### src/rtl/fault_recovery_controller.sv
// Fault recovery controller: gates architectural writes on unmasked faults,
// flushes with NOPs, replays from a checkpointed PC and escalates to a halted state.
module fault_recovery_controller #(
  parameter int              XLEN         = 32,
  parameter int              NUM_FAULTS   = 4,
  parameter int              NOP_CYCLES   = 2,
  parameter int              MAX_RETRIES  = 3,
  parameter int              CLEAN_WINDOW = 8,
  parameter logic [XLEN-1:0] RESET_PC     = '0
) (
  input  logic                            clk,
  input  logic                            reset_n,
  input  logic [NUM_FAULTS-1:0]           fault_in,
  input  logic [NUM_FAULTS-1:0]           fault_mask,
  input  logic                            clear_fault,
  input  logic                            commit_valid,
  input  logic                            pc_write_normal,
  input  logic                            reg_write_normal,
  input  logic                            mem_write_normal,
  input  logic [XLEN-1:0]                 pc_current,
  input  logic [XLEN-1:0]                 pc_next_normal,
  output logic                            pc_write_out,
  output logic                            reg_write_out,
  output logic                            mem_write_out,
  output logic [XLEN-1:0]                 pc_next,
  output logic                            insert_nop,
  output logic                            retry_en,
  output logic                            halted,
  output logic [$clog2(NUM_FAULTS)-1:0]   fault_cause,
  output logic [$clog2(MAX_RETRIES+1)-1:0] retry_count,
  output logic [NUM_FAULTS-1:0]           fault_sticky
);

  localparam int CW  = $clog2(NUM_FAULTS);
  localparam int RCW = $clog2(MAX_RETRIES + 1);
  localparam int CLW = $clog2(CLEAN_WINDOW + 1);
  localparam int FW  = $clog2(NOP_CYCLES + 1);

  typedef enum logic [1:0] {
    ST_NORMAL,
    ST_FLUSH,
    ST_RETRY,
    ST_SAFE
  } state_t;

  state_t                 state_reg, state_next;
  logic [XLEN-1:0]        ckpt_reg;
  logic [RCW-1:0]         retry_cnt_reg;
  logic [CLW-1:0]         clean_cnt_reg;
  logic [FW-1:0]          flush_cnt_reg;
  logic [CW-1:0]          cause_reg;
  logic [NUM_FAULTS-1:0]  sticky_reg;

  logic [NUM_FAULTS-1:0]  active;
  logic                   hit;
  logic [CW-1:0]          cause_sel;
  logic                   flush_last;
  logic                   budget_spent;

  assign active       = fault_in & ~fault_mask;
  assign hit          = |active;
  assign flush_last   = (flush_cnt_reg == FW'(NOP_CYCLES - 1));
  assign budget_spent = (retry_cnt_reg == RCW'(MAX_RETRIES));

  // Scan downward so the lowest-numbered active source wins.
  always_comb begin
    cause_sel = '0;
    for (int i = NUM_FAULTS - 1; i >= 0; i--) begin
      if (active[i]) cause_sel = CW'(i);
    end
  end

  always_ff @(posedge clk or negedge reset_n) begin
    if (!reset_n) state_reg <= ST_NORMAL;
    else          state_reg <= state_next;
  end

  always_comb begin
    state_next = state_reg;
    case (state_reg)
      ST_NORMAL: if (hit) state_next = budget_spent ? ST_SAFE : ST_FLUSH;
      ST_FLUSH:  if (flush_last) state_next = ST_RETRY;
      ST_RETRY:  state_next = ST_NORMAL;
      ST_SAFE:   if (clear_fault) state_next = ST_NORMAL;
      default:   state_next = ST_NORMAL;
    endcase
  end

  always_ff @(posedge clk or negedge reset_n) begin
    if (!reset_n) begin
      ckpt_reg      <= RESET_PC;
      retry_cnt_reg <= '0;
      clean_cnt_reg <= '0;
      flush_cnt_reg <= '0;
      cause_reg     <= '0;
      sticky_reg    <= '0;
    end else begin
      // Set wins over clear so a fault coinciding with clear_fault is not lost.
      sticky_reg <= (clear_fault ? '0 : sticky_reg) | active;

      if (state_reg == ST_FLUSH && !flush_last) flush_cnt_reg <= flush_cnt_reg + FW'(1);
      else                                     flush_cnt_reg <= '0;

      case (state_reg)
        ST_NORMAL: begin
          if (hit) begin
            cause_reg     <= cause_sel;
            clean_cnt_reg <= '0;
            if (!budget_spent) retry_cnt_reg <= retry_cnt_reg + RCW'(1);
          end else if (commit_valid) begin
            ckpt_reg <= pc_current;
            if (clean_cnt_reg == CLW'(CLEAN_WINDOW - 1)) begin
              clean_cnt_reg <= '0;
              retry_cnt_reg <= '0;
            end else begin
              clean_cnt_reg <= clean_cnt_reg + CLW'(1);
            end
          end
        end
        ST_SAFE: begin
          if (clear_fault) begin
            retry_cnt_reg <= '0;
            clean_cnt_reg <= '0;
          end
        end
        default: ;
      endcase
    end
  end

  // Only the NORMAL write gating depends on fault_in; the rest decodes the state.
  always_comb begin
    pc_write_out  = 1'b0;
    reg_write_out = 1'b0;
    mem_write_out = 1'b0;
    pc_next       = pc_next_normal;
    insert_nop    = 1'b0;
    retry_en      = 1'b0;
    halted        = 1'b0;
    case (state_reg)
      ST_NORMAL: begin
        pc_write_out  = pc_write_normal & ~hit;
        reg_write_out = reg_write_normal & ~hit;
        mem_write_out = mem_write_normal & ~hit;
      end
      ST_FLUSH: insert_nop = 1'b1;
      ST_RETRY: begin
        retry_en     = 1'b1;
        pc_write_out = 1'b1;
        pc_next      = ckpt_reg;
      end
      ST_SAFE: begin
        halted     = 1'b1;
        insert_nop = 1'b1;
        pc_next    = ckpt_reg;
      end
      default: ;
    endcase
  end

  assign fault_cause  = cause_reg;
  assign retry_count  = retry_cnt_reg;
  assign fault_sticky = sticky_reg;

endmodule

### config.mk
export PLATFORM = sky130hd
export DESIGN_NAME = fault_recovery_controller
export DESIGN_NICKNAME = d
export VERILOG_FILES = /design/src/rtl/fault_recovery_controller.sv
export SDC_FILE = /design/constraint.sdc
export NUM_CORES = 1
export LEC_CHECK = 0
export ABC_CLOCK_PERIOD_IN_PS = 2100
export CAP_MARGIN = 20
export CORE_MARGIN = 2
export CORE_UTILIZATION = 33
export DETAILED_ROUTE_END_ITERATION = 10
export DONT_BUFFER_PORTS = 1
export PLACE_DENSITY = 0.43
export SLEW_MARGIN = 5
export SYNTH_ARGS = -nofsm -noshare
export SYNTH_HDL_FRONTEND = slang
export SYNTH_SLANG_ARGS = --single-unit
### constraint.sdc
create_clock -name clk -period 2.1 [get_ports clk]
set_input_delay 0.42 -clock clk [delete_from_list [all_inputs] [get_ports clk]]
set_output_delay 0.42 -clock clk [all_outputs]
set_load 0.005 [all_outputs]
==> impl_results.rst, run 1 <==
.. list-table::
   :header-rows: 1

   * - Metric
     - Value
   * - Outcome
     - finished clean
   * - Lkg Pwr
     - 0.00114 uW
   * - Number of stages on the worst hold path
     - 1
   * - Drt drc
     - 0
   * - Highest cell delay on the worst timing path
     - 0.56 ns
   * - Die boundary width
     - 89.5 um
   * - Clock Skew
     - 0.00652 ns
   * - Number of detailed-routing iterations run before antenna repair
     - 4
   * - Startpoint of the worst register-to-register path
     - state_reg[0]
   * - Area delta synth->final
     - 9.59%
   * - Flop and latch count out of synthesis
     - 48
   * - YS warnings
     - 0
   * - Most repeated library cell on the critical path
     - sky130_fd_sc_hd__nand2_1
   * - Total clock sinks
     - 48
   * - Crit path max fanout
     - 10
   * - Relative contribution of sequential cells to total power
     - slightly below 50%
   * - Clock transition at the registers of the reported paths
     - roughly 0.08 ns
   * - Fin crit share
     - 87.9%
   * - Global-route wire length before repair
     - a little over 7000 um
   * - Net switching share of the total power
     - between 30% and 40%
   * - Peak clock frequency supported by timing
     - roughly 540 MHz
   * - Internal power component
     - between 2000 and 2500 uW
   * - Clk Latency, worst-skew pair
     - 0.29 ns
   * - I/O pin count
     - 125
   * - Fraction of power consumed by the clock network
     - 17.4%
   * - Cell count after synthesis
     - 195
   * - Largest net degree at the start of global routing
     - 49
   * - Max H-tree Level
     - 2
   * - Number of vias per cell after detailed routing
     - 5.05
   * - Die Footprint
     - 8010 sq um
   * - Slew of the pin with the lowest slew margin
     - between 0.5 and 0.6 ns
   * - CTS tree
     - built
   * - Reg-to-reg slack, setup
     - 0.25 ns
   * - Length in cells of the worst reg-to-reg path
     - 5
   * - DRC violation total after the first TritonRoute iteration
     - slightly below 50
   * - Count of different cell masters after synthesis
     - 30
   * - Sequential element share of the synthesized area
     - 49.8%
   * - Crit path from
     - state_reg[0]
   * - IO Port Bufs
     - 0
   * - Global-route usage over all layers
     - 11.8%
   * - Type of the worst min-delay path
     - input pin to register
   * - Sort of element at the start of the critical path
     - register
   * - Max cap viols
     - 0
   * - Post-synthesis instance area
     - roughly 2400 sq um
   * - Overall die height
     - 89.5 um
   * - HPWL Detailed
     - 3660 um
   * - Power per unit of standard cell area
     - 1210 nW/um^2
   * - Synthesized-area fraction occupied by and/or/nand/nor cells
     - 8.71%
   * - Comb pwr share
     - 33.6%
   * - Final wirelength
     - between 4000 and 5000 um
   * - Number of filler cells placed in the layout
     - 693
   * - Core area
     - 7180 sq um
   * - Ant. Diodes
     - 0
   * - Terminus of the critical flop-to-flop path
     - retry_count[1]
   * - Maximum VDD drop
     - 0.402 mV
   * - Combined area of the multi-input logic cells
     - 1120 sq um
   * - Crit path time final
     - 1.85 ns
   * - Arrival time of the worst setup path
     - 2.03 ns
   * - Series of cell instances along the critical path
     - nand2_1 -> inv_1 -> nand2_1 -> a22o_1 -> mux2_1
   * - Combinational family with the most area after synthesis
     - multiplexers
   * - Compound-gate portion of the synthesized area
     - between 5 and 6%
   * - Number of routed nets with antenna violations
     - 0
   * - Setup Buffers After CTS
     - 0
   * - Count of vias placed by the detailed router
     - 1509
   * - Max_slew headroom
     - a little over 60%
   * - Mapped Nets
     - 277
   * - Aggregate global routing overflow
     - 0
   * - Longest Clk Path Bufs
     - 2
   * - Area share of fa/ha/maj cells after synthesis
     - under 10%
   * - Setup repair after global routing missed its margin
     - no
   * - Switching power of the nets
     - 1010 uW
   * - Crit end category
     - register
   * - Slowest stage cell, crit path
     - sky130_fd_sc_hd__dfrtp_1
   * - Post-synthesis xor/xnor area fraction
     - 0%
   * - Setup tns final
     - 0 ns
   * - Area occupied by registers
     - ~1200 sq um
   * - Worst setup path endpoint
     - retry_count[1]
   * - Max-slew violation count
     - 0
   * - Global placement routability congestion
     - 0.731
   * - Via count of the first global-routing pass
     - about 1500
   * - Post-route worst hold slack
     - around 0.22 ns
   * - Antenna violations before repair
     - 0
   * - Routed WL per cell
     - 16.3 um
   * - Buffer cell driving the clock tree root
     - sky130_fd_sc_hd__clkbuf_8
   * - Flip-flop count of the largest register after layout
     - 32
   * - Final Setup Violations
     - 0
   * - Total CTS buffers
     - 5
   * - Fraction of layout instances using a drive strength above 1
     - 40.5%
   * - Initial Util
     - roughly a third
   * - Hold violation total from the final report
     - 0
   * - Final nets
     - 281
   * - Classification of the worst setup path
     - register to register
   * - Portion of netlist area occupied by mux cells
     - 30.8%
   * - Data required, critical path
     - 2.28 ns
   * - Row Count
     - 31
   * - Syn_area_per_cell
     - around 12 sq um
cells by family after synthesis:
logic type	after synthesis
flip-flops	48
buffers and inverters	20
adder cells (fa/ha/maj)	3
AO/OA/AOI/OAI	21
multiplexers	66
AND/OR/NAND/NOR	37
layer usage:
metal	part of all wire, %	vias to the layer above	global-route usage, %
li1	-	697	-
met1	43	739	14.4
met2	50	67	19.1
met3	6.3	6	3.79
met4	1.4	0	5.02
met5	0	-	0
Yosys cell counts:
| cell | instances | area share (%) |
|---|---|---|
| sky130_fd_sc_hd__ha_1 | 3 | 1.6 |
| sky130_fd_sc_hd__nor3_1 | 2 | 0.41 |
| sky130_fd_sc_hd__nand2b_1 | 1 | 0.26 |
| sky130_fd_sc_hd__o31ai_1 | 1 | 0.31 |
| sky130_fd_sc_hd__o31a_1 | 1 | 0.36 |
| sky130_fd_sc_hd__buf_2 | 4 | 0.83 |
| sky130_fd_sc_hd__inv_1 | 10 | 1.6 |
| sky130_fd_sc_hd__mux2_2 | 63 | 29 |
| sky130_fd_sc_hd__mux2_1 | 3 | 1.4 |
| sky130_fd_sc_hd__nand2b_2 | 4 | 1.5 |
| sky130_fd_sc_hd__buf_4 | 4 | 1.2 |
| sky130_fd_sc_hd__clkbuf_1 | 1 | 0.16 |
| sky130_fd_sc_hd__nor2b_1 | 1 | 0.26 |
| sky130_fd_sc_hd__nand2_1 | 11 | 1.7 |
| sky130_fd_sc_hd__o22ai_1 | 3 | 0.78 |
| sky130_fd_sc_hd__buf_1 | 1 | 0.16 |
| sky130_fd_sc_hd__nand3_4 | 1 | 0.73 |
| sky130_fd_sc_hd__dfrtp_1 | 48 | 50 |
| sky130_fd_sc_hd__a22o_1 | 1 | 0.36 |
| sky130_fd_sc_hd__o41ai_1 | 1 | 0.36 |
| sky130_fd_sc_hd__nor2_2 | 1 | 0.26 |
| sky130_fd_sc_hd__a21oi_1 | 4 | 0.83 |
| sky130_fd_sc_hd__nor2_1 | 5 | 0.78 |
| sky130_fd_sc_hd__a32oi_1 | 1 | 0.36 |
| sky130_fd_sc_hd__and3_1 | 4 | 1.0 |
| sky130_fd_sc_hd__o21ai_0 | 9 | 1.9 |
| sky130_fd_sc_hd__and4_1 | 1 | 0.36 |
| sky130_fd_sc_hd__nand4_1 | 2 | 0.52 |
| sky130_fd_sc_hd__or4_1 | 1 | 0.31 |
| sky130_fd_sc_hd__nand3_1 | 3 | 0.62 |
layout make-up:
class	count	share of cell area (%)
clock buffer	8	3.41
inverter	10	1.42
multi-input combinational	127	42.2
sequential	48	45.4
tap	99	4.68
timing repair buffer	7	2.84
power by group through the flow:
stage / sequential [uW] / combinational, uW / clock [uW]
after floorplan: 1480 / 959 / 0
after global placement: 1560 / 1040 / 0
after detailed placement: 1580 / 1070 / 0
after CTS: 1570 / 1100 / 591
after global routing: 1630 / 1220 / 630
final: 1570 / 1080 / 557
how the worst min path moves through the flow:
stage,to,startpoint,slack [ns]
6_report,fault_sticky[2],clear_fault,0.22
5_1_grt,fault_sticky[1],clear_fault,0.21
4_1_cts,fault_sticky[2],clear_fault,0.21
3_5_place_dp,fault_cause[0],reset_n,0.13
3_3_place_gp,fault_cause[1],reset_n,0.13
2_1_floorplan,ckpt_reg[0],reset_n,0.12
critical path: cells and delay by family (launching register included):
kind                   cells  cell delay, ns
flip-flops                 1            0.56
AO/OA/AOI/OAI              1            0.27
buffers and inverters      1            0.21
multiplexers               1            0.32
AND/OR/NAND/NOR            2            0.38
what timing repair did:
| action | CTS | global route |
|---|---|---|
| hold buffers | 2 | 0 |
| gates resized for setup | 0 | 0 |
| hold endpoints to repair | 48 | 0 |
layout by cell type (no fill, tap or decap), drive strengths merged, types with 2 or more instances in the layout:
cell type,count
inv,10
nor3,2
nand2,11
o21ai,9
dfrtp,48
nand4,2
clkbuf,8
nand3,4
mux2,66
buf,6
nor2,6
and3,4
nand2b,5
a21oi,4
ha,3
o22ai,3
per-stage QoR:
step | area, sq um | total power (uW) | worst slack, ns | instances | utilization (%)
finish | 2650 | 3210 | 0.254 | 299 | 36.9
global placement | 2520 | 2600 | 0.319 | 289 | 35.1
global route | 2650 | 3480 | 0.0755 | 299 | 36.9
floorplan | 2410 | 2440 | 0.375 | 195 | -
detailed placement | 2520 | 2660 | 0.260 | 289 | 35.1
CTS | 2650 | 3270 | 0.248 | 299 | 36.9
Power figures use the tool's default switching activity.
==> inputs of run 2 (changes only) <==
- CORE_UTILIZATION: 33 -> 62
- PLACE_DENSITY: 0.43 -> 0.74
- TNS_END_PERCENT: not set -> 100
==> impl_results.rst, run 2 (same netlist as run 1, synthesis figures left out) <==
.. list-table::
   :header-rows: 1

   * - Metric
     - Value
   * - Outcome
     - finished clean
   * - Maximum VDD drop
     - 0.796 mV (+98%)
   * - Fraction of layout instances using a drive strength above 1
     - 40.9% (+0.41 points)
   * - Crit end category
     - output port
   * - Clock transition at the registers of the reported paths
     - 0.08 ns (about the same)
   * - Number of detailed-routing iterations run before antenna repair
     - 4 (unchanged)
   * - Routed WL per cell
     - 18.5 um (+13%)
   * - DRC violation total after the first TritonRoute iteration
     - 77 (+57%)
   * - Comb pwr share
     - 33.2% (-0.4 points)
   * - Via count of the first global-routing pass
     - 1562 (+7.0%)
   * - Terminus of the critical flop-to-flop path
     - retry_count[1]
   * - Setup repair after global routing missed its margin
     - no
   * - Number of routed nets with antenna violations
     - 0 (unchanged)
   * - Instance area after placement
     - 2450 sq um (-2.5%)
   * - Flip-flop count of the largest register after layout
     - 32 (unchanged)
   * - Switching power of the nets
     - 993 uW (-1.9%)
   * - Setup Buffers After CTS
     - 0 (unchanged)
   * - Number of stages on the worst hold path
     - 1 (unchanged)
   * - Most frequent cells in the layout
     - sky130_fd_sc_hd__mux2_2, sky130_fd_sc_hd__dfrtp_1, sky130_fd_sc_hd__nand2_1
   * - Most common cell after layout, fill and taps aside
     - sky130_fd_sc_hd__mux2_2
   * - Core area
     - 3690 sq um (-49%)
   * - Initial Util
     - 65.4% (+32 points)
   * - Relative contribution of sequential cells to total power
     - 48.1% (-0.9 points)
   * - Fin crit share
     - 86.9% (-1.0 points)
   * - Hold path start
     - clear_fault
   * - Classification of the worst setup path
     - register to output port
   * - Die Footprint
     - 4410 sq um (-45%)
   * - Final nets
     - 281 (unchanged)
   * - Row Count
     - 22 (-29%)
   * - Total clock sinks
     - 48 (unchanged)
   * - Sort of element at the start of the critical path
     - register
   * - Clock Skew
     - 0.00366 ns (-0.00286 ns)
   * - Max cap viols
     - 0 (unchanged)
   * - Startpoint of the worst register-to-register path
     - state_reg[0]
   * - Post-route worst hold slack
     - 0.223 ns (+0.00207 ns)
   * - Length in cells of the worst reg-to-reg path
     - 5 (unchanged)
   * - Setup slack after layout
     - 0.275 ns (+0.0214 ns)
   * - Power per unit of standard cell area
     - 1260 nW/um^2 (+3.9%)
   * - Peak clock frequency supported by timing
     - 548 MHz (+1.2%)
   * - Aggregate global routing overflow
     - 0 (unchanged)
   * - Hold violation total from the final report
     - 0 (unchanged)
   * - Largest net degree at the start of global routing
     - 49 (unchanged)
   * - Final wirelength
     - 4550 um (-6.6%)
   * - CTS tree
     - built
   * - Buffer cell driving the clock tree root
     - sky130_fd_sc_hd__clkbuf_8
   * - Total CTS buffers
     - 5 (unchanged)
   * - Global placement routability congestion
     - 0.804 (+10%)
   * - Area delta synth->final
     - 7.31%
   * - Max H-tree Level
     - 2 (unchanged)
   * - Longest Clk Path Bufs
     - 2 (unchanged)
   * - Lkg Pwr
     - 0.00114 uW (+0.40%)
   * - Net switching share of the total power
     - 30.5% (-1.1 points)
   * - Global-route usage over all layers
     - 21.9% (+10 points)
   * - Count of vias placed by the detailed router
     - 1532 (+1.5%)
   * - Number of vias per cell after detailed routing
     - 6.23 (+23%)
   * - Type of the worst min-delay path
     - input pin to register
   * - Arrival time of the worst setup path
     - 1.40 ns (-0.63 ns)
   * - HPWL Detailed
     - 3520 um (-4.0%)
   * - Clk Latency, worst-skew pair
     - 0.29 ns (about the same)
   * - Final design area excluding fillers
     - 2590 sq um (-2.1%)
   * - I/O pin count
     - 125 (unchanged)
   * - IO Port Bufs
     - 0 (unchanged)
   * - Die boundary width
     - 66.4 um (-26%)
   * - Crit path time final
     - 1.82 ns (-0.0214 ns)
   * - Max-slew violation count
     - 0 (unchanged)
   * - Total of cells resized after clock tree synthesis
     - 0 (unchanged)
   * - Fraction of power consumed by the clock network
     - 18.7% (+1.3 points)
   * - Global-route wire length before repair
     - 7220 um (+1.6%)
   * - Antenna violations before repair
     - 0 (unchanged)
   * - Ant. Diodes
     - 0 (unchanged)
   * - Overall die height
     - 66.4 um (-26%)
   * - Worst Hold Endpoint
     - fault_sticky[2]
   * - Crit path max fanout
     - 23 (+13)
   * - Setup tns final
     - 0 ns (unchanged)
   * - Slew of the pin with the lowest slew margin
     - 0.561 ns (-0.00419 ns)
   * - Max_slew headroom
     - 62.2% (+0.28 points)
   * - Data required, critical path
     - 1.68 ns (-0.60 ns)
   * - Internal power component
     - 2270 uW (+3.4%)
   * - Reg-to-reg slack, setup
     - 0.29 ns (+0.04 ns)
   * - Worst setup slack before clock tree synthesis
     - 0.267 ns (+0.00713 ns)
   * - Final Setup Violations
     - 0 (unchanged)
   * - Drt drc
     - 0 (unchanged)
-- run 2: cell types whose count changed in the layout (fill, tap and decap cells not counted), sizes merged --
cell / delta
bufinv: +1
clkbuf: -3
-- run 2: area by class of cell --
cell class	instances	area, sq um
multi-input cells	127	1120
fillers	273	1100
well taps	48	60.1
flip-flops and latches	48	1200
clock inverters	1	30.0
clock buffers	5	68.8
repair buffers	7	75.1
inverters	10	37.5
-- run 2: power groups by stage --
stage	Sequential, uW	Clock [uW]	Combinational [uW]
2_1_floorplan	1480	0	959
3_3_place_gp	1550	0	1010
3_5_place_dp	1590	0	1070
4_1_cts	1570	634	1100
5_1_grt	1630	675	1200
6_report	1570	610	1080
-- run 2: timing repair --
item	4_1_cts	5_1_grt
setup endpoints to repair	0	0
hold buffers	2	0
endpoints found under the hold margin	48	0
-- run 2: worst max path at each step --
stage,from,endpoint,slack [ns]
after floorplan,state_reg[1],pc_next[10],0.37
after global placement,fault_mask[3],ckpt_reg[30],0.33
after detailed placement,fault_mask[3],ckpt_reg[17],0.27
after CTS,state_reg[1],pc_next[21],0.25
after global routing,state_reg[1],pc_next[21],0.17
final,state_reg[1],pc_next[21],0.28
-- run 2: routing by layer --
metal | GRT usage, % | share of wire [%] | up-vias
met1 | 25.5 | 37 | 753
met4 | 8.16 | 1.2 | 0
met3 | 6.98 | 7.3 | 5
li1 | - | - | 693
met5 | 0 | 0 | -
met2 | 37.5 | 54 | 81
-- run 2: per-stage QoR --
step                      util, %  total power (uW)  cells
final                        70.2              3260    246
after global placement       66.5              2570    238
after CTS                    70.2              3300    246
after floorplan                 -              2440    195
after detailed placement     66.5              2660    238
after global routing         70.2              3500    246
-- run 2: critical path, stage by stage (launching register included) --
cell and delay [ns]:
sky130_fd_sc_hd__dfrtp_1 0.42, sky130_fd_sc_hd__buf_4 0.30, sky130_fd_sc_hd__mux2_2 0.39
